==> src/rtl/hazard_scoreboard_unit.sv <==
// hazard_scoreboard_unit: 5-stage stall/flush network with a mul/div scoreboard, a fence-drain FSM and a data-bus timeout.
module hazard_scoreboard_unit #(
  parameter int REG_BITS       = 5,
  parameter int TIMEOUT_CYCLES = 256,
  parameter int CNT_BITS       = 9,
  localparam int NUM_REGS      = 2**REG_BITS
) (
  input  logic                clk_in,
  input  logic                reset_n_in,
  input  logic [REG_BITS-1:0] decode_rs1_unreg_in,
  input  logic                decode_rs1_read_unreg_in,
  input  logic [REG_BITS-1:0] decode_rs2_unreg_in,
  input  logic                decode_rs2_read_unreg_in,
  input  logic [REG_BITS-1:0] decode_rd_unreg_in,
  input  logic                decode_rd_write_unreg_in,
  input  logic                decode_mem_fence_unreg_in,
  input  logic                decode_mem_read_in,
  input  logic                decode_mem_fence_in,
  input  logic [REG_BITS-1:0] decode_rd_in,
  input  logic                decode_rd_write_in,
  input  logic                execute_mem_fence_in,
  input  logic                execute_issue_valid_in,
  input  logic [REG_BITS-1:0] execute_issue_rd_in,
  input  logic                wb_complete_valid_in,
  input  logic [REG_BITS-1:0] wb_complete_rd_in,
  input  logic                mem_rd_write_in,
  input  logic                mem_branch_mispredicted_in,
  input  logic                instr_read_in,
  input  logic                instr_ready_in,
  input  logic                data_read_in,
  input  logic                data_write_in,
  input  logic                data_ready_in,
  output logic                fetch_stall_out,
  output logic                fetch_flush_out,
  output logic                decode_stall_out,
  output logic                decode_flush_out,
  output logic                execute_stall_out,
  output logic                execute_flush_out,
  output logic                mem_stall_out,
  output logic                mem_flush_out,
  output logic [NUM_REGS-1:0] scoreboard_busy_out,
  output logic [REG_BITS:0]   scoreboard_count_out,
  output logic                fence_draining_out,
  output logic                data_timeout_out
);
  typedef enum logic {IDLE, DRAIN} state_e;
  state_e              state_q;
  logic [NUM_REGS-1:0] busy_q, busy_d;
  logic [REG_BITS:0]   count_q, count_d;
  logic [CNT_BITS-1:0] cnt_q;
  logic                timeout_q;
  logic                sb_wait, load_use, fence_seen, fetch_bus_wait, mem_bus_wait, wb_conflict, set_en;
  assign sb_wait = (decode_rs1_read_unreg_in && busy_q[decode_rs1_unreg_in]) ||
                   (decode_rs2_read_unreg_in && busy_q[decode_rs2_unreg_in]) ||
                   (decode_rd_write_unreg_in && busy_q[decode_rd_unreg_in]);
  assign load_use = decode_rd_in != '0 && decode_mem_read_in && decode_rd_write_in &&
                    ((decode_rs1_read_unreg_in && decode_rs1_unreg_in == decode_rd_in) ||
                     (decode_rs2_read_unreg_in && decode_rs2_unreg_in == decode_rd_in));
  assign fence_seen     = decode_mem_fence_unreg_in || decode_mem_fence_in || execute_mem_fence_in || state_q == DRAIN;
  assign fetch_bus_wait = instr_read_in && !instr_ready_in;
  assign mem_bus_wait   = (data_read_in || data_write_in) && !data_ready_in;
  assign wb_conflict    = wb_complete_valid_in && mem_rd_write_in;
  assign mem_stall_out     = mem_bus_wait || wb_conflict;
  assign mem_flush_out     = execute_stall_out;
  assign execute_stall_out = mem_stall_out;
  assign execute_flush_out = decode_stall_out || mem_branch_mispredicted_in;
  assign decode_stall_out  = execute_stall_out;
  assign decode_flush_out  = fetch_stall_out || mem_branch_mispredicted_in;
  assign fetch_stall_out   = decode_stall_out || load_use || sb_wait || fence_seen || fetch_bus_wait;
  assign fetch_flush_out   = 1'b0;
  // An issue alongside a mispredict is a squashed younger op; set is applied after clear so it wins.
  assign set_en = execute_issue_valid_in && !execute_stall_out && !mem_branch_mispredicted_in &&
                  execute_issue_rd_in != '0;
  always_comb begin
    busy_d = busy_q;
    if (wb_complete_valid_in) busy_d[wb_complete_rd_in] = 1'b0;
    if (set_en) busy_d[execute_issue_rd_in] = 1'b1;
    busy_d[0] = 1'b0;
    count_d = '0;
    for (int i = 0; i < NUM_REGS; i++) count_d = count_d + (REG_BITS+1)'(busy_d[i]);
  end
  always_ff @(posedge clk_in or negedge reset_n_in) begin
    if (!reset_n_in) begin
      busy_q    <= '0;
      count_q   <= '0;
      state_q   <= IDLE;
      cnt_q     <= '0;
      timeout_q <= 1'b0;
    end else begin
      busy_q  <= busy_d;
      count_q <= count_d;
      if (state_q == IDLE && execute_mem_fence_in && !execute_stall_out) state_q <= DRAIN;
      else if (state_q == DRAIN && busy_q == '0 && !mem_bus_wait) state_q <= IDLE;
      if (!mem_bus_wait) begin
        cnt_q     <= '0;
        timeout_q <= 1'b0;
      end else if (cnt_q == CNT_BITS'(TIMEOUT_CYCLES-1)) begin
        cnt_q     <= '0;
        timeout_q <= 1'b1;
      end else begin
        cnt_q     <= cnt_q + 1'b1;
        timeout_q <= 1'b0;
      end
    end
  end
  assign scoreboard_busy_out  = busy_q;
  assign scoreboard_count_out = count_q;
  assign fence_draining_out   = state_q == DRAIN;
  assign data_timeout_out     = timeout_q;
endmodule

==> config.mk <==
export PLATFORM = sky130hd
export DESIGN_NAME = hazard_scoreboard_unit
export DESIGN_NICKNAME = d
export VERILOG_FILES = /design/src/rtl/hazard_scoreboard_unit.sv
export SDC_FILE = /design/constraint.sdc
export NUM_CORES = 1
export LEC_CHECK = 0
export CAP_MARGIN = 20
export CORE_ASPECT_RATIO = 1.2
export CORE_MARGIN = 4
export CORE_UTILIZATION = 42
export CTS_BUF_LIST = sky130_fd_sc_hd__clkbuf_2
export DETAILED_ROUTE_END_ITERATION = 8
export GPL_TIMING_DRIVEN = 0
export PLACE_DENSITY = 0.67
export SKIP_CTS_REPAIR_TIMING = 1
export SLEW_MARGIN = 20
export SYNTH_ARGS = -nofsm -noshare
export SYNTH_HDL_FRONTEND = slang
export SYNTH_SLANG_ARGS = --single-unit
==> constraint.sdc <==
create_clock -name clk_in -period 15.4 [get_ports clk_in]
set_clock_uncertainty 0.05 [all_clocks]
set_input_delay 1.54 -clock clk_in [delete_from_list [all_inputs] [get_ports clk_in]]
set_output_delay 1.54 -clock clk_in [all_outputs]
set_load 0.01 [all_outputs]
==> impl_metrics.yaml <==
floorplan:
  chipWidth_um: 96.1
  die_h_um: 114
  dieArea_mm2: 0.0109
  start_util: 0.431
  num_rows: 38
  core_mm2: 0.00908
  pin_count: 97
synth:
  synth_compound_area_frac: 0.163
  synth_cell_types: 53
  yosys.area_share.adder: 0.143
  synth_async_sr_flop_share: 1.00
  yosys-top-cells-count: "o21ai_0, dfrtp_1, inv_1, fa_1, o21a_1"
  synth_area_leader_cell: "dfrtp_1"
  synthXorXnorAreaFrac: 0.0426
  yosysMostFrequentCell: "o21ai_0"
  synthCells: 377
  netlist_area_mm2: 0.00391
  synthTopCellsByArea: "dfrtp_1, fa_1, mux4_2, o21ai_0, mux4_1"
  synth_seq_cells: 48
  synth_top_area_frac: 0.307
  synth-edff-count: 0
  synthFlopType: "dfrtp_1"
  avgSynthCellArea_um2: 10.4
  synth_top_family_by_area: "compound AO/OA/AOI/OAI gates"
  ys_warn_count: 0
  yosysSeqAreaShare: 0.307
  muxShareOfSynthArea: 0.156
  synthSimpleGateAreaFrac: 0.131
sta:
  min_period_over_period: 0.512
  relSlewSlack: 0.595
  setup_viol: 0
  finalHoldViolCount: 0
  worst_pin_slew_ns: 0.606
  fmax_mhz: 127
  holdWs_ns: 0.439
  maxSlewViolCount: 0
  rsz0062_at_grt: "no"
  finalSetupTns_ns: 0
  fin_crit_ns: 7.88
grt:
  grt_pass1_vias: 3498
  grt-ovfl-total: 0
  antenna_found_initial: 1
  grt_max_degree: 29
  grt_usage: 0.218
  grt_pass1_wl_mm: 18.1
worst_setup_path:
  critPathMaxStageDelay_ns: 0.59
  critPathRequiredTime_ns: 15.74
  path_delay_family: "adder cells"
  startpoint: "data_write_in"
  cp.arrival_ns: 8.23
  reg2regPathDepth: 16
  path_depth: 21
  cp_num_buf_inv: 5
  worst_r2r_startpoint: "scoreboard_busy_out[4]"
  worstSetupEndpoint: "scoreboard_count_out[4]"
  cp_common_cell: "fa_1"
  path_max_fanout: 8
  path_cells: "clkdlybuf4s50_1, o21bai_1, and2_1, inv_2, nor4b_2, nand2_1, o21a_1, fa_1, inv_1, fa_1, fa_1, fa_1, inv_1, fa_1, fa_1, fa_1, inv_1, fa_1, a21o_1, a21oi_1, xnor2_1"
  cp-end-kind: "register"
  r2r_slack_ns: 9.97
  startpoint_type: "input port"
  cp_slowest_cell: "fa_1"
  crit-reg2reg-capture: "scoreboard_count_out[4]"
  crit_type: "input port to register"
drt:
  firstDrtPassIters: 5
  highest_layer: "met4"
  drt-vias-per-instance: 5.78
  wl_met1_mm: 4.58
  antenna_left: 0
  route.met2.wl_mm: 5.81
  route.detailed.drc: 0
  drt_iter0_drc: 263
  vias: 3428
  dr_wl_met3_um: 816
  wl_per_cell_um: 19.5
  wirelength_mm: 11.6
power:
  power.total_mw: 0.587
  power-per-cell-area_mw_per_mm2: 117
  vdd_drop_max_v: 0.000142
  power.leakage_nw: 2.12
status:
  status: "finished, final reports clean"
final_layout:
  regArea_mm2: 0.00120
  fillers: 841
  area.growth.synth_to_final_pct: 27.9
  final_core_util: 0.551
  post_route_cells_drive_above_1_share: 0.0975
  multi_input_area_mm2: 0.00249
  final_nets: 551
place:
  place_congestion: 0.908
  dp_hpwl_mm: 9.24
  numPortBuffers: 85
hold_path:
  hp-class: "register to register"
clock_tree:
  clk_pin_slew_ns: 0.27
  clock_path_buffers: 2
  cts_buffers: 5
  clockRootBuffer: "clkbuf_2"
  worstSkewPairLatency_ns: 0.47
  htree_num_levels: 2
  clock_sinks: 48
  cts_tree: "built"
job:
  cap_violations: 0
[cell type report]
class / instances / area share
multi-input cells: 281 / 0.498
flip-flops and latches: 48 / 0.240
repair buffers: 86 / 0.173
well taps: 120 / 0.0300
inverters: 31 / 0.0233
plain buffers: 18 / 0.0213
clock inverters: 3 / 0.00851
clock buffers: 5 / 0.00501
diodes: 1 / 0.000501
[worst min-delay path by stage]
stage               startpoint               end  slack [ns]  cells past startpoint
CTS                   cnt_q[8]  data_timeout_out        0.44                      1
global route          cnt_q[8]  data_timeout_out        0.46                      1
global placement      cnt_q[8]  data_timeout_out        0.40                      1
floorplan             cnt_q[8]  data_timeout_out        0.38                      1
finish                cnt_q[8]  data_timeout_out        0.44                      1
detailed placement    cnt_q[8]  data_timeout_out        0.41                      1
[metrics by stage]
step	setup WS (ns)	instances	instance area (um2)
after global routing	7.13	593	5000
after detailed placement	7.02	584	4930
after CTS	7.50	592	5000
after floorplan	8.14	378	3910
after global placement	7.02	583	4910
final	7.52	593	5000
[state kept, by name, indices dropped and copies added, names as in the netlist]
signal	count
data_timeout_out	1
cnt_q	9
scoreboard_busy_out	31
fence_draining_out	1
scoreboard_count_out	6
[logic make-up after synthesis]
group                      after synthesis
and+or+nand+nor                         91
xor gates and xnor gates                19
muxes                                   33
other                                    1
DFF                                     48
buffers and inverters                   49
adders and majority gates               31
AOI/OAI and AO/OA                      105
[report_power, final]
part | internal [mW] | switching (mW)
Combinational | 0.169 | 0.179
Clock | 0.0270 | 0.0428
Sequential | 0.146 | 0.0232
Total | 0.342 | 0.245
[layout by cell type (no fill, tap or decap), types with 3 or more instances in the layout]
| cell | n |
|---|---|
| nor2_1 | 13 |
| mux2i_1 | 9 |
| xor2_1 | 6 |
| nand3_1 | 12 |
| a221oi_1 | 3 |
| clkbuf_1 | 7 |
| mux4_2 | 14 |
| mux2_2 | 4 |
| nand2_1 | 17 |
| mux4_1 | 6 |
| buf_2 | 5 |
| a21oi_1 | 3 |
| o21ai_0 | 54 |
| fa_1 | 23 |
| xnor2_1 | 13 |
| nor2b_1 | 9 |
| and2_1 | 3 |
| nand3b_1 | 6 |
| o21ai_1 | 10 |
| nand2b_1 | 5 |
| nor4_1 | 8 |
| clkdlybuf4s50_1 | 84 |
| nor3_1 | 3 |
| buf_4 | 5 |
| a21o_1 | 3 |
| inv_1 | 30 |
| clkbuf_2 | 5 |
| nand4_1 | 4 |
| dfrtp_1 | 48 |
| ha_1 | 8 |
| o21a_1 | 20 |
[worst register-to-register path, cell delays in order (launching register included)]
cell and delay [ns]:
dfrtp_1 0.54, o21ai_0 0.18, o21a_1 0.16, fa_1 0.52, inv_1 0.06, fa_1 0.50, fa_1 0.52, fa_1 0.59
inv_1 0.07, fa_1 0.50, fa_1 0.55, fa_1 0.17, inv_1 0.06, fa_1 0.39, a21o_1 0.19, a21oi_1 0.16
xnor2_1 0.14
[routing by layer]
layer  vias up  GRT usage
li1       1561          -
met1      1695      0.275
met2       149      0.368
met3        23     0.0303
met4         0     0.0930
met5         -          0
No activity file was read; power rests on OpenSTA's default activity.
